**src/rtl/fifo_sram_pkg.sv**
```systemverilog
// Shared sizing helpers and parameter sanity checks for the packed-row SRAM FIFO.
package fifo_sram_pkg;

    // Total word capacity: every SRAM row holds PACK words.
    function automatic int calc_cap(input int depth, input int pack);
        return depth * pack;
    endfunction

    // Width of the occupancy counter, which must be able to hold CAP itself.
    function automatic int calc_lvl_w(input int depth, input int pack);
        return $clog2(depth * pack + 1);
    endfunction

    // SRAM row address width.
    function automatic int calc_aw(input int depth);
        return $clog2(depth);
    endfunction

    function automatic bit is_pow2(input int v);
        return (v > 0) && ((v & (v - 1)) == 0);
    endfunction

    // Legal parameter combinations for fifo_sram_pack.
    function automatic bit params_ok(input int width, input int depth,
                                     input int pack, input int sram_dw);
        return (width >= 1) && is_pow2(pack) && (pack >= 2) &&
               (pack * width <= sram_dw) && is_pow2(depth) && (depth >= 2);
    endfunction

endpackage

```
**src/rtl/fifo_row_buf.sv**
```systemverilog
// Read-side buffer: holds one unpacked row (or a flushed staging remainder)
// and presents its words one at a time on the read handshake.
module fifo_row_buf
    import fifo_sram_pkg::*;
#(
    parameter int WIDTH = 45,
    parameter int PACK  = 2
)(
    input  logic                          axis_clk,
    input  logic                          axi_reset_n,
    input  logic                          row_live,
    input  logic                          load_stage,
    input  logic [PACK*WIDTH-1:0]         row_data,
    input  logic [(PACK-1)*WIDTH-1:0]     stage_data,
    input  logic [$clog2(PACK)-1:0]       stage_cnt,
    input  logic                          pop,
    output logic                          r_vld,
    output logic [WIDTH-1:0]              data_out,
    output logic                          rbuf_free
);

    localparam int IW = $clog2(PACK);
    localparam int CW = $clog2(PACK + 1);

    logic [WIDTH-1:0] buf_q [PACK];
    logic [IW-1:0]    rd_idx_q;
    logic [CW-1:0]    cnt_q;
    logic [CW-1:0]    cnt_eff;

    // The cycle a fetched row returns from the SRAM it is served straight
    // from sram_dout as a full buffer at index 0, then latched; this keeps
    // the drain free of a bubble per row.
    assign cnt_eff   = row_live ? CW'(PACK) : cnt_q;
    assign r_vld     = (cnt_eff != '0);
    assign data_out  = row_live ? row_data[WIDTH-1:0] : buf_q[rd_idx_q];
    assign rbuf_free = (cnt_eff == '0) | ((cnt_eff == CW'(1)) & pop);

    // Buffer contents, read index and word count.
    always_ff @(posedge axis_clk or negedge axi_reset_n) begin
        if (!axi_reset_n) begin
            for (int unsigned i = 0; i < PACK; i++) begin
                buf_q[i] <= '0;
            end
            rd_idx_q <= '0;
            cnt_q    <= '0;
        end else if (row_live) begin
            for (int unsigned i = 0; i < PACK; i++) begin
                buf_q[i] <= row_data[i*WIDTH +: WIDTH];
            end
            rd_idx_q <= pop ? IW'(1) : '0;
            cnt_q    <= pop ? CW'(PACK - 1) : CW'(PACK);
        end else if (load_stage) begin
            for (int unsigned i = 0; i < PACK - 1; i++) begin
                buf_q[i] <= stage_data[i*WIDTH +: WIDTH];
            end
            rd_idx_q <= '0;
            cnt_q    <= CW'(stage_cnt);
        end else if (pop) begin
            rd_idx_q <= rd_idx_q + IW'(1);
            cnt_q    <= cnt_q - CW'(1);
        end
    end

endmodule

```
**src/rtl/fifo_sram_pack.sv**
```systemverilog
// Stream FIFO packing PACK words per row of an external single-port SRAM,
// with a staging buffer on the write side and a row buffer on the read side.
module fifo_sram_pack
    import fifo_sram_pkg::*;
#(
    parameter  int WIDTH   = 45,
    parameter  int DEPTH   = 64,
    parameter  int PACK    = 2,
    parameter  int SRAM_DW = 128,
    localparam int CAP     = calc_cap(DEPTH, PACK),
    localparam int LVL_W   = calc_lvl_w(DEPTH, PACK),
    localparam int AW      = calc_aw(DEPTH)
)(
    input  logic               axis_clk,
    input  logic               axi_reset_n,
    input  logic               w_vld,
    output logic               w_rdy,
    input  logic [WIDTH-1:0]   data_in,
    output logic               r_vld,
    input  logic               r_rdy,
    output logic [WIDTH-1:0]   data_out,
    input  logic               th_en,
    input  logic [LVL_W-1:0]   th_reg,
    output logic [LVL_W-1:0]   level,
    output logic               above_th,
    output logic               sram_en,
    output logic               sram_we,
    output logic [AW-1:0]      sram_addr,
    output logic [SRAM_DW-1:0] sram_din,
    input  logic [SRAM_DW-1:0] sram_dout
);

    localparam int SW = $clog2(PACK);

    if (!params_ok(WIDTH, DEPTH, PACK, SRAM_DW)) begin : g_param_err
        $error("fifo_sram_pack: illegal WIDTH/DEPTH/PACK/SRAM_DW combination");
    end

    if (SRAM_DW > PACK * WIDTH) begin : g_pad
        logic unused_dout_bits;
        assign unused_dout_bits = ^sram_dout[SRAM_DW-1:PACK*WIDTH];
    end

    logic [LVL_W-1:0]          level_q;
    logic [WIDTH-1:0]          stage_q [PACK-1];
    logic [SW-1:0]             stage_cnt_q;
    logic [SW-1:0]             stage_wr_idx;
    logic [(PACK-1)*WIDTH-1:0] stage_flat;
    logic [AW-1:0]             wrow_q;
    logic [AW-1:0]             rrow_q;
    logic [AW:0]               sram_rows_q;
    logic                      fetch_inflight_q;
    logic [SRAM_DW-1:0]        row_wdata;

    logic accept;
    logic pop;
    logic commit;
    logic fetch;
    logic flush;
    logic rbuf_free;

    assign level    = level_q;
    assign above_th = (level_q > th_reg);
    assign w_rdy    = (level_q < LVL_W'(CAP)) & ~(th_en & above_th);

    assign accept = w_vld & w_rdy;
    assign pop    = r_vld & r_rdy;

    // A write that fills the last staging slot goes straight to the SRAM,
    // and owns the port that cycle; SRAM rows are always older than staging,
    // so staging may only bypass to the reader once the SRAM is drained.
    assign commit = accept & (stage_cnt_q == SW'(PACK - 1));
    assign fetch  = (sram_rows_q != '0) & rbuf_free & ~fetch_inflight_q & ~commit;
    assign flush  = (sram_rows_q == '0) & rbuf_free & ~fetch_inflight_q &
                    (stage_cnt_q != '0) & ~commit;

    assign stage_wr_idx = flush ? '0 : stage_cnt_q;

    assign sram_en   = commit | fetch;
    assign sram_we   = commit;
    assign sram_addr = commit ? wrow_q : rrow_q;
    assign sram_din  = commit ? row_wdata : '0;

    // Row image for a commit (slot 0 in the LSBs) and flat staging view.
    always_comb begin
        row_wdata  = '0;
        stage_flat = '0;
        for (int unsigned i = 0; i < PACK - 1; i++) begin
            row_wdata[i*WIDTH +: WIDTH]  = stage_q[i];
            stage_flat[i*WIDTH +: WIDTH] = stage_q[i];
        end
        row_wdata[(PACK-1)*WIDTH +: WIDTH] = data_in;
    end

    // Staging slots and fill count.
    always_ff @(posedge axis_clk or negedge axi_reset_n) begin
        if (!axi_reset_n) begin
            for (int unsigned i = 0; i < PACK - 1; i++) begin
                stage_q[i] <= '0;
            end
            stage_cnt_q <= '0;
        end else begin
            for (int unsigned i = 0; i < PACK - 1; i++) begin
                if (accept && !commit && (stage_wr_idx == SW'(i))) begin
                    stage_q[i] <= data_in;
                end
            end
            if (commit) begin
                stage_cnt_q <= '0;
            end else if (flush) begin
                stage_cnt_q <= accept ? SW'(1) : '0;
            end else if (accept) begin
                stage_cnt_q <= stage_cnt_q + SW'(1);
            end
        end
    end

    // SRAM row pointers, row count and read-in-flight flag.
    always_ff @(posedge axis_clk or negedge axi_reset_n) begin
        if (!axi_reset_n) begin
            wrow_q           <= '0;
            rrow_q           <= '0;
            sram_rows_q      <= '0;
            fetch_inflight_q <= 1'b0;
        end else begin
            if (commit) begin
                wrow_q      <= wrow_q + AW'(1);
                sram_rows_q <= sram_rows_q + (AW+1)'(1);
            end else if (fetch) begin
                rrow_q      <= rrow_q + AW'(1);
                sram_rows_q <= sram_rows_q - (AW+1)'(1);
            end
            fetch_inflight_q <= fetch;
        end
    end

    // Occupancy: words in staging, SRAM and the read buffer.
    always_ff @(posedge axis_clk or negedge axi_reset_n) begin
        if (!axi_reset_n) begin
            level_q <= '0;
        end else if (accept && !pop) begin
            level_q <= level_q + LVL_W'(1);
        end else if (pop && !accept) begin
            level_q <= level_q - LVL_W'(1);
        end
    end

    fifo_row_buf #(
        .WIDTH (WIDTH),
        .PACK  (PACK)
    ) u_row_buf (
        .axis_clk    (axis_clk),
        .axi_reset_n (axi_reset_n),
        .row_live    (fetch_inflight_q),
        .load_stage  (flush),
        .row_data    (sram_dout[PACK*WIDTH-1:0]),
        .stage_data  (stage_flat),
        .stage_cnt   (stage_cnt_q),
        .pop         (pop),
        .r_vld       (r_vld),
        .data_out    (data_out),
        .rbuf_free   (rbuf_free)
    );

endmodule

```
**config.mk**
```make
export PLATFORM = sky130hd
export DESIGN_NAME = fifo_sram_pack
export DESIGN_NICKNAME = d
export VERILOG_FILES = /design/src/rtl/fifo_sram_pkg.sv /design/src/rtl/fifo_row_buf.sv /design/src/rtl/fifo_sram_pack.sv
export SDC_FILE = /design/constraint.sdc
export NUM_CORES = 1
export LEC_CHECK = 0
export CORE_UTILIZATION = 40
export CTS_CLUSTER_DIAMETER = 100
export CTS_CLUSTER_SIZE = 10
export DETAILED_ROUTE_END_ITERATION = 16
export DONT_BUFFER_PORTS = 1
export GPL_ROUTABILITY_DRIVEN = 0
export HOLD_SLACK_MARGIN = 0.06
export SYNTH_ARGS = -nofsm -noshare
export SYNTH_HDL_FRONTEND = slang
export SYNTH_HIERARCHICAL = 1
export SYNTH_SLANG_ARGS = --single-unit
```
**constraint.sdc**
```tcl
create_clock -name axis_clk -period 4.35 [get_ports axis_clk]
set_input_delay 0.87 -clock axis_clk [delete_from_list [all_inputs] [get_ports axis_clk]]
set_output_delay 0.87 -clock axis_clk [all_outputs]
set_load 0.01 [all_outputs]
```
==> run metrics, run 1 <==
status=finished, final reports clean; Lkg Pwr=4.387 nW; Synth Area in Compound Gates=about a tenth; Initial Utilization=40.87%; PD cells=790.7 nW/µm²; GR met2 Demand/Resource=approximately 28%; clk root buf=clkbuf_16; ys async rst share=100.0%; GR Util met1=22.87%; CP max stage delay=around 0.50 ns; Reg clk slew, reported paths=0.07 ns; global route total overflow=0; reg2reg start=level[0]; Yosys cell types=52; largest net degree at the start of global routing=190; Synth top area share=roughly two fifths; CP cell instances=inv_1, ha_1, nand4_1, or2_0, and3_4, nor3_2, buf_4, and2_1; Hold Slack=around 0.14 ns; Hold Fails Final Rpt=0; die area=about 26000 µm²; number of buffers added on ports=0; share of cells above drive strength 1=17.06%; WL/cell=17.62 µm; cell taking the most area after synthesis=dfrtp_1; Slew HR=29.41%; worst vdd ir=0.3752 mV; largest family of logic cells by synthesized area=simple AND/OR/NAND/NOR gates; clock latency on the worst-skew pair=0.42 ns; EDFF count, synth=0; CP arrival=3.08 ns; Req. time, crit path=3.48 ns; met3 Use GR=4.779%; simple-gate share of the synthesized area=21.49%; worst setup path start=level[0]; drt first pass iters=5; crit start category=flip-flop; vias post-DR=6502; Slew Limit Fails=0; htree depth=4; postcts setup bufs=0; mux cell area share after synthesis=around 14%; Setup CP Type=flip-flop to primary output; Post-DP Area=9982 µm²; Mapped Avg Cell Area=around 10 µm²; post-synthesis adder-cell area fraction=under 10%; cts repair resizes=0; unrepaired setup endpoints after global routing=false; top cells by area, synth=dfrtp_1, nor2b_1, mux2_4; maxcap violations=0; I/O pin count=378; DRT Wirelength=~22000 µm; Least-Margin Pin Slew=1.059 ns; Iter 0 DRT Violations=306; core area=24390 µm²; grt peak-use layer=met2; final setup TNS=0 ns; hold-fix buffers at CTS=0; Cells after Synth=~950; Syn Std Cell Area=9968 µm²; first-pass GRT wire length=35330 µm; remaining antenna violation count=0; Max Root-Sink Buffers=2; Clock Skew=between 0.01 and 0.015 ns; Vias/cell=5.152; count leader, synth=dfrtp_1; sequential share of the synthesized area=41.92%; nets=1135; Synth top cells by count=dfrtp_1, nor2b_1, nor2_1; crit path time final=3.950 ns; number of synthesized register bits=around 170; Placed Instances=1230; crit path capture type=primary output; CTS tree=yes; antenna violations before repair=1; utilization after layout=43.39%; CP max FO=45; area growth from synthesis to layout=6.175%; row cnt=57; DRC errors left=0; final antenna diode count=0; CTS buffer count=17; Sink Count=167; number of global-route vias before repair=6344; Max Freq=253.1 MHz; Die W=159.9 µm; YS warnings=6; slowest stage cell, crit path=dfrtp_1; post-DP HPWL=14970 µm; die height=159.9 µm; hold crit path type=primary input to async pin; fin area=around 11000 µm²; Final setup viols=0; period utilization=90.81%; xor and xnor fraction of the mapped netlist area=between 1.5 and 2%; Top FF cell, synth=dfrtp_1; gr usage total=17.41%; fin cells=1262
==> per-stage QoR <==
step	worst slack (ns)	power (mW)
6_report	0.3997	8.368
3_5_place_dp	0.1282	6.869
2_1_floorplan	0.1004	6.218
4_1_cts	0.3162	8.485
3_3_place_gp	0.1707	6.778
5_1_grt	0.1745	9.014
==> final timing paths <==
kind / end / cells after the start / slack (ns)
worst max-delay path: sram_din[1] / 8 / 0.40
worst min-delay path: u_row_buf/buf_q[36] / 0 / 0.14
worst max register to register: level[7] / 15 / 0.49
worst min register to register: wrow_q[5] / 1 / 0.47
max in group asynchronous: fetch_inflight_q / 0 / 3.62
min in group axis_clk: wrow_q[5] / 1 / 0.47
==> registers in the layout (all words and copies together), names as in the netlist <==
| name | flops |
|---|---|
| u_row_buf/rd_idx_q | 1 |
| level | 8 |
| wrow_q | 6 |
| stage_cnt_q | 1 |
| rrow_q | 6 |
| u_row_buf/buf_q | 90 |
| fetch_inflight_q | 1 |
| stage_flat | 45 |
| sram_rows_q | 7 |
| u_row_buf/cnt_q | 2 |
==> layout by cell type, fill, tap and decap left out, drive strengths merged, types with 3 or more instances in the layout <==
cell | netlist | layout
dfrtp | 167 | 167
nor2b | 140 | 140
mux2 | 103 | 103
nor2 | 102 | 102
a211oi | 92 | 92
and2 | 90 | 90
conb | 1 | 38
inv | 18 | 25
ha | 22 | 22
clkbuf | 13 | 19
buf | 87 | 16
nand2 | 15 | 15
xnor2 | 11 | 11
a21oi | 10 | 10
o21ai | 10 | 10
nor3 | 9 | 9
xor2 | 7 | 7
o31ai | 5 | 5
nand4 | 5 | 5
o21a | 4 | 4
mux2i | 4 | 4
nor3b | 4 | 4
a21o | 3 | 3
o21bai | 3 | 3
or3 | 3 | 3
==> cell type report <==
type,count,area (µm²)
Inverter,18,67.56
Clock inverter,13,158.9
Timing Repair Buffer,16,182.7
Clock buffer,19,442.9
Sequential cell,167,4187
Multi-Input combinational cell,705,5140
Fill cell,2375,13810
Tap cell,324,405.4
==> report_power, final <==
group | total (mW) | leakage (nW) | switching [mW] | internal, mW
clock network | 1.56 | 0.289 | 0.678 | 0.882
registers | 3.03 | 1.93 | 0.684 | 2.35
logic | 3.78 | 2.17 | 1.90 | 1.87
total | 8.37 | 4.39 | 3.26 | 5.10
==> routing by layer <==
| layer | wire length (µm) | up-vias |
|---|---|---|
| met1 | 9943 | 3147 |
| met4 | 233 | 2 |
| met2 | 10690 | 222 |
| li1 | - | 3116 |
| met3 | 1356 | 15 |
| met5 | 13 | - |
==> worst max-delay path, delay by kind of cell, from the launching register on <==
| kind | cells | cell delay (ns) |
|---|---|---|
| buffers and inverters | 2 | 0.56 |
| adders and majority gates | 1 | 0.30 |
| DFF | 1 | 0.50 |
| and+or+nand+nor | 5 | 1.30 |
==> cell families after synthesis <==
kind of cell,count (synthesis)
buffers and inverters,118
multiplexers,107
other,1
flip-flops,167
AND/OR/NAND/NOR,383
AO/OA/AOI/OAI,135
adder cells (fa/ha/maj),24
XOR/XNOR,18
No activity file was read; power rests on OpenSTA's default activity.
==> run 2, diff against run 1 <==
- CAP_MARGIN: unset -> 0
- PLACE_DENSITY: unset -> 0.63
- SLEW_MARGIN: unset -> 20
==> run metrics, run 2 (synthesis gave the netlist of run 1 again) <==
post-DP HPWL=14900 µm (-0.43%); number of buffers added on ports=0 (unchanged); maxcap violations=0 (unchanged); Worst path most repeated cell=ha_1; CP cell instances=ha_1, nand4_4, or2_0, and3_4, nor4b_4, ha_1, inv_1, ha_1, a211oi_1, o21ai_0, a2111oi_0, nor4_1, a211o_1; remaining antenna violation count=0 (unchanged); r2r endpoint=level[7]; period utilization=90.44% (-0.37 points); status=finished, final reports clean; worst vdd ir=0.3864 mV (+3.0%); drt first pass iters=4 (-1); Final setup viols=0 (unchanged); Fillers=2383 (+0.34%); most frequent cells in the layout=dfrtp_1, nor2b_1, nor2_1, a211oi_1, and2_1; WL/cell=17.76 µm (+0.83%); first-pass GRT wire length=35830 µm (+1.4%); Vias/cell=5.140 (-0.24%); Worst path top cell family by delay=compound AO/OA/AOI/OAI gates; clock latency on the worst-skew pair=0.42 ns (about the same); crit start category=flip-flop; Setup CP Type=flip-flop to flip-flop; reg2reg start=level[6]; core area=24390 µm² (unchanged); I/O pin count=378 (unchanged); Max Freq=254.2 MHz (+0.41%); Sink Count=167 (unchanged); postcts setup bufs=0 (unchanged); crit path time final=3.934 ns (-0.01598 ns); Req. time, crit path=4.65 ns (+1.17 ns); Reg clk slew, reported paths=0.07 ns (about the same); max reg flops=90 (unchanged); Slew Limit Fails=0 (unchanged); CTS buffer count=17 (unchanged); commonest non-fill, non-tap cell in the layout=dfrtp_1; DRC errors left=0 (unchanged); cts repair resizes=0 (unchanged); Lkg Pwr=4.393 nW (+0.15%); Clock Skew=0.009854 ns (-0.003457 ns); Placed Instances=1227 (-0.24%); crit path capture type=flip-flop; final antenna diode count=0 (unchanged); die height=159.9 µm (unchanged); CP bufs+invs=1 (-1); utilization after layout=43.40% (about the same); number of global-route vias before repair=6417 (+1.2%); die area=25560 µm² (unchanged); hold-fix buffers at CTS=0 (unchanged); Initial Utilization=40.87% (unchanged); Least-Margin Pin Slew=1.054 ns (-0.004763 ns); Place WS=0.03996 ns (-0.08823 ns); final setup TNS=0 ns (unchanged); Slew HR=29.73% (+0.32 points); Top reg by flops=u_row_buf/buf_q; CTS tree=yes; Iter 0 DRT Violations=372 (+22%); Setup WS post-layout=0.4157 ns (+0.01598 ns); global route total overflow=0 (unchanged); clk root buf=clkbuf_16; Register-to-Register Path Depth=13 (-2); CP max stage delay=0.60 ns (+0.10 ns); Die W=159.9 µm (unchanged); nets=1132 (-0.26%); gr usage total=17.76% (+0.35 points); FF-to-FF setup slack=0.42 ns (-0.07 ns); slowest stage cell, crit path=a2111oi_0; CP arrival=4.24 ns (+1.16 ns); DRT Wirelength=22370 µm (+0.59%); Hold Fails Final Rpt=0 (unchanged); largest net degree at the start of global routing=190 (unchanged); hold crit path type=primary input to async pin; row cnt=57 (unchanged); unrepaired setup endpoints after global routing=false; PD cells=799.3 nW/µm² (+1.1%); Max Root-Sink Buffers=2 (unchanged); vias post-DR=6471 (-0.48%); fin cells=1259 (-0.24%); CP max FO=4 (-91%); share of cells above drive strength 1=16.90% (-0.16 points); worst setup path start=level[6]; htree depth=4 (unchanged); antenna violations before repair=0 (-1); area growth from synthesis to layout=6.189% (about the same)
[run 2: cell count changes in the layout (fill, tap and decap cells not counted), sizes merged]
cell      previous run  this run
buf                 16        13
bufinv               2         3
clkinv               2         4
clkinvlp             2         0
inv                 25        24
[run 2: power breakdown]
part	leakage, nW	switching (mW)	internal, mW
Sequential	1.93	0.692	2.35
Clock	0.314	0.692	0.957
Combinational	2.15	1.92	1.85
[run 2: worst max-delay path by stage]
stage / end / slack (ns) / cells past startpoint
after floorplan: level[7] / 0.10 / 14
after global placement: level[7] / 0.13 / 14
after detailed placement: level[7] / 0.04 / 14
after CTS: level[7] / 0.44 / 13
after global routing: level[7] / 0.10 / 13
final: level[7] / 0.42 / 13
[run 2: cell type report]
class                      instances  area (µm²)  share of cell area [%]
inverter                          18       67.56                  0.6383
tap                              324       405.4                   3.830
multi-input combinational        705        5140                   48.56
timing repair buffer              13       147.6                   1.395
clock buffer                      19       452.9                   4.279
clock inverter                    13       185.2                   1.749
sequential                       167        4187                   39.55
[run 2: routing by layer]
layer	up-vias	track usage [%]	wire length, µm
met1	3095	22.52	9855
li1	3105	-	-
met3	28	4.831	1500
met5	-	0	0
met4	0	6.840	550
met2	243	28.82	10460
[run 2: worst reg2reg max path, stage by stage, from the launching register on]
cell and delay, ns:
dfrtp_1 0.47, ha_1 0.38, nand4_4 0.13, or2_0 0.26, and3_4 0.20, nor4b_4 0.27, ha_1 0.22, inv_1 0.08
ha_1 0.29, a211oi_1 0.29, o21ai_0 0.17, a2111oi_0 0.60, nor4_1 0.15, a211o_1 0.30
[run 2: through the flow]
step	total power [mW]	hold slack, ns	cell area (µm²)
after floorplan	6.218	0.4402	10110
after global placement	6.774	0.4554	9947
after detailed placement	6.871	0.4641	9947
after CTS	8.572	0.1094	10590
after global routing	9.135	0.1012	10590
final	8.460	0.1346	10590
==> run 3, diff against run 2 <==
- SYNTH_HIERARCHICAL: 1 -> unset
==> run metrics, run 3 <==
vias post-DR=6230 (-3.7%); die height=153.1 µm (-4.2%); status=finished, final reports clean; Vias/cell=5.361 (+4.3%); most frequent cells in the layout=dfrtp_1, nand2_1, mux2_2, and2_1, a21oi_1; clock latency on the worst-skew pair=0.42 ns (about the same); row cnt=54 (-5.3%); hold crit path type=primary input to async pin; Reg clk slew, reported paths=0.07 ns (about the same); WL/cell=19.43 µm (+9.4%); remaining antenna violation count=0 (unchanged); CP max FO=63 (+59); Die W=153.1 µm (-4.2%); postcts setup bufs=0 (unchanged); Top reg by flops=u_row_buf.buf_q; Least-Margin Pin Slew=0.8484 ns (-0.2056 ns); DRT Wirelength=22580 µm (+0.94%); Sink Count=167 (unchanged); number of synthesized register bits=167 (unchanged); ys async rst share=100.0% (unchanged); Synth top cells by count=dfrtp_1, nand2_1, mux2_2; CP cell instances=inv_1, ha_1, nand4_1, or2_0, and3_1, buf_4, nor3_2, buf_12, mux2_2; die area=23450 µm² (-8.2%); core area=22090 µm² (-9.4%); Final setup viols=0 (unchanged); Slew Limit Fails=0 (unchanged); Setup WS post-layout=0.4038 ns (-0.01195 ns); Slew HR=43.44% (+14 points); slowest stage cell, crit path=dfrtp_1; utilization after layout=44.52% (+1.1 points); final antenna diode count=0 (unchanged); Cells after Synth=886 (-7.0%); Max Root-Sink Buffers=2 (unchanged); number of buffers added on ports=0 (unchanged); Worst path top cell family by delay=simple AND/OR/NAND/NOR gates; CP max stage delay=0.54 ns (-0.06 ns); Clock Skew=0.01446 ns (+0.004605 ns); number of global-route vias before repair=6315 (-1.6%); hold-fix buffers at CTS=0 (unchanged); CP bufs+invs=3 (+2); Place WS=0.1013 ns (+0.06129 ns); maxcap violations=0 (unchanged); crit path time final=3.946 ns (+0.01195 ns); Hold Slack=0.1386 ns (+0.003985 ns); largest net degree at the start of global routing=168 (-12%); clk root buf=clkbuf_16; Multi-input gate area=4488 µm² (-13%); CP arrival=3.08 ns (-1.16 ns); cell taking the most area after synthesis=dfrtp_1; CTS buffer count=17 (unchanged); nets=1080 (-4.6%); Top FF cell, synth=dfrtp_1; count leader, synth=dfrtp_1; Syn Std Cell Area=9136 µm² (-8.3%); global route total overflow=0 (unchanged); PD cells=798.4 nW/µm² (-0.10%); Setup CP Type=flip-flop to primary output; first-pass GRT wire length=35360 µm (-1.3%); Max Freq=253.4 MHz (-0.30%); CTS tree=yes; drt first pass iters=4 (unchanged); YS warnings=0 (-6); post-DP HPWL=15450 µm (+3.7%); commonest non-fill, non-tap cell in the layout=dfrtp_1; max reg flops=90 (unchanged); Iter 0 DRT Violations=291 (-22%); EDFF count, synth=0 (unchanged); crit path capture type=primary output; gr usage total=19.51% (+1.8 points); Fillers=2110 (-11%); area growth from synthesis to layout=7.669%; Req. time, crit path=3.48 ns (-1.17 ns); top cells by area, synth=dfrtp_1, mux2_2, and2_1; Lkg Pwr=4.309 nW (-1.9%); Hold Fails Final Rpt=0 (unchanged); crit start category=flip-flop; Yosys cell types=51 (-1.9%); unrepaired setup endpoints after global routing=false; Initial Utilization=41.35% (+0.48 points); I/O pin count=378 (unchanged); period utilization=90.72% (+0.27 points); register area=4182 µm² (-0.12%); cts repair resizes=0 (unchanged); DRC errors left=0 (unchanged); htree depth=4 (unchanged); worst vdd ir=0.3327 mV (-14%); antenna violations before repair=1 (+1); Synth top area share=45.74% (+3.8 points); sequential share of the synthesized area=45.74% (+3.8 points); share of cells above drive strength 1=18.03% (+1.1 points); Mapped Avg Cell Area=10.31 µm² (-1.4%); final setup TNS=0 ns (unchanged)
## run 3: cell count changes in the layout (fill, tap and decap cells not counted), moves of 3 or more
cell,change
xor2_1,+3
nor2b_1,-137
mux2i_1,+42
a31oi_1,+45
a21oi_1,+50
nand2_1,+86
clkinvlp_4,+6
mux2_4,-48
buf_4,+6
nor2_1,-45
a211oi_1,-90
clkinv_4,-4
mux2_2,+44
## run 3: cells by family (layout without fill, tap and decap cells)
family,Yosys count,after routing,synth area share [%]
AO/OA/AOI/OAI,136,136,9.272
XOR/XNOR,22,22,2.109
adder cells (fa/ha/maj),24,24,3.451
buffers and inverters,107,66,6.724
flip-flops,167,167,45.74
multiplexers,147,147,17.49
other,1,38,0.04105
AND/OR/NAND/NOR,282,282,15.17
## run 3: cell type report
cell class                 instances  share of cell area (%)
clock inverter                    12                   1.475
timing repair buffer              18                   1.755
clock buffer                      19                   4.401
tap                              280                   3.561
inverter                          17                  0.6741
multi-input combinational        649                   45.62
sequential                       167                   42.51
## run 3: final timing paths
path	startpoint	end	slack (ns)	cells past startpoint
max reg2reg	level[0]	level[7]	0.45	15
min reg2reg	wrow_q[5]	wrow_q[5]	0.47	1
max	level[0]	sram_addr[3]	0.40	9
min	axi_reset_n	wrow_q[0]	0.14	0
max in group asynchronous	axi_reset_n	u_row_buf.buf_q[6]	3.85	0
min in group axis_clk	wrow_q[5]	wrow_q[5]	0.47	1
## run 3: layer usage
metal  part of all wire (%)  track usage [%]  vias up
li1                       -                -     2940
met1                     44            24.19     3061
met4                    1.6            5.916        0
met3                    5.8            5.557       20
met2                     49            32.83      209
met5                      0                0        -
## run 3: worst register-to-register path, stage by stage, from the launching register on
cell,delay [ns]
dfrtp_1,0.54
inv_1,0.08
ha_1,0.28
nand4_1,0.10
or3b_2,0.48
a21oi_4,0.15
nor3_1,0.09
ha_1,0.21
inv_1,0.13
ha_1,0.27
a211oi_1,0.30
o21bai_1,0.14
a2111oi_0,0.55
o31ai_1,0.16
a21oi_1,0.19
xor2_1,0.15
## run 3: metrics by stage
| stage | total power, mW | area, µm² | cells |
|---|---|---|---|
| after floorplan | 5.639 | 9275 | 923 |
| after global placement | 6.280 | 9259 | 1131 |
| after detailed placement | 6.393 | 9259 | 1131 |
| after CTS | 7.941 | 9837 | 1162 |
| after global routing | 8.470 | 9837 | 1162 |
| final | 7.854 | 9837 | 1162 |
## run 3: report_power, final
group	internal, mW	switching (mW)	leakage (nW)
Sequential	2.35	0.617	1.94
Combinational	1.52	1.85	2.11
Clock	0.855	0.667	0.262
Total	4.72	3.13	4.31
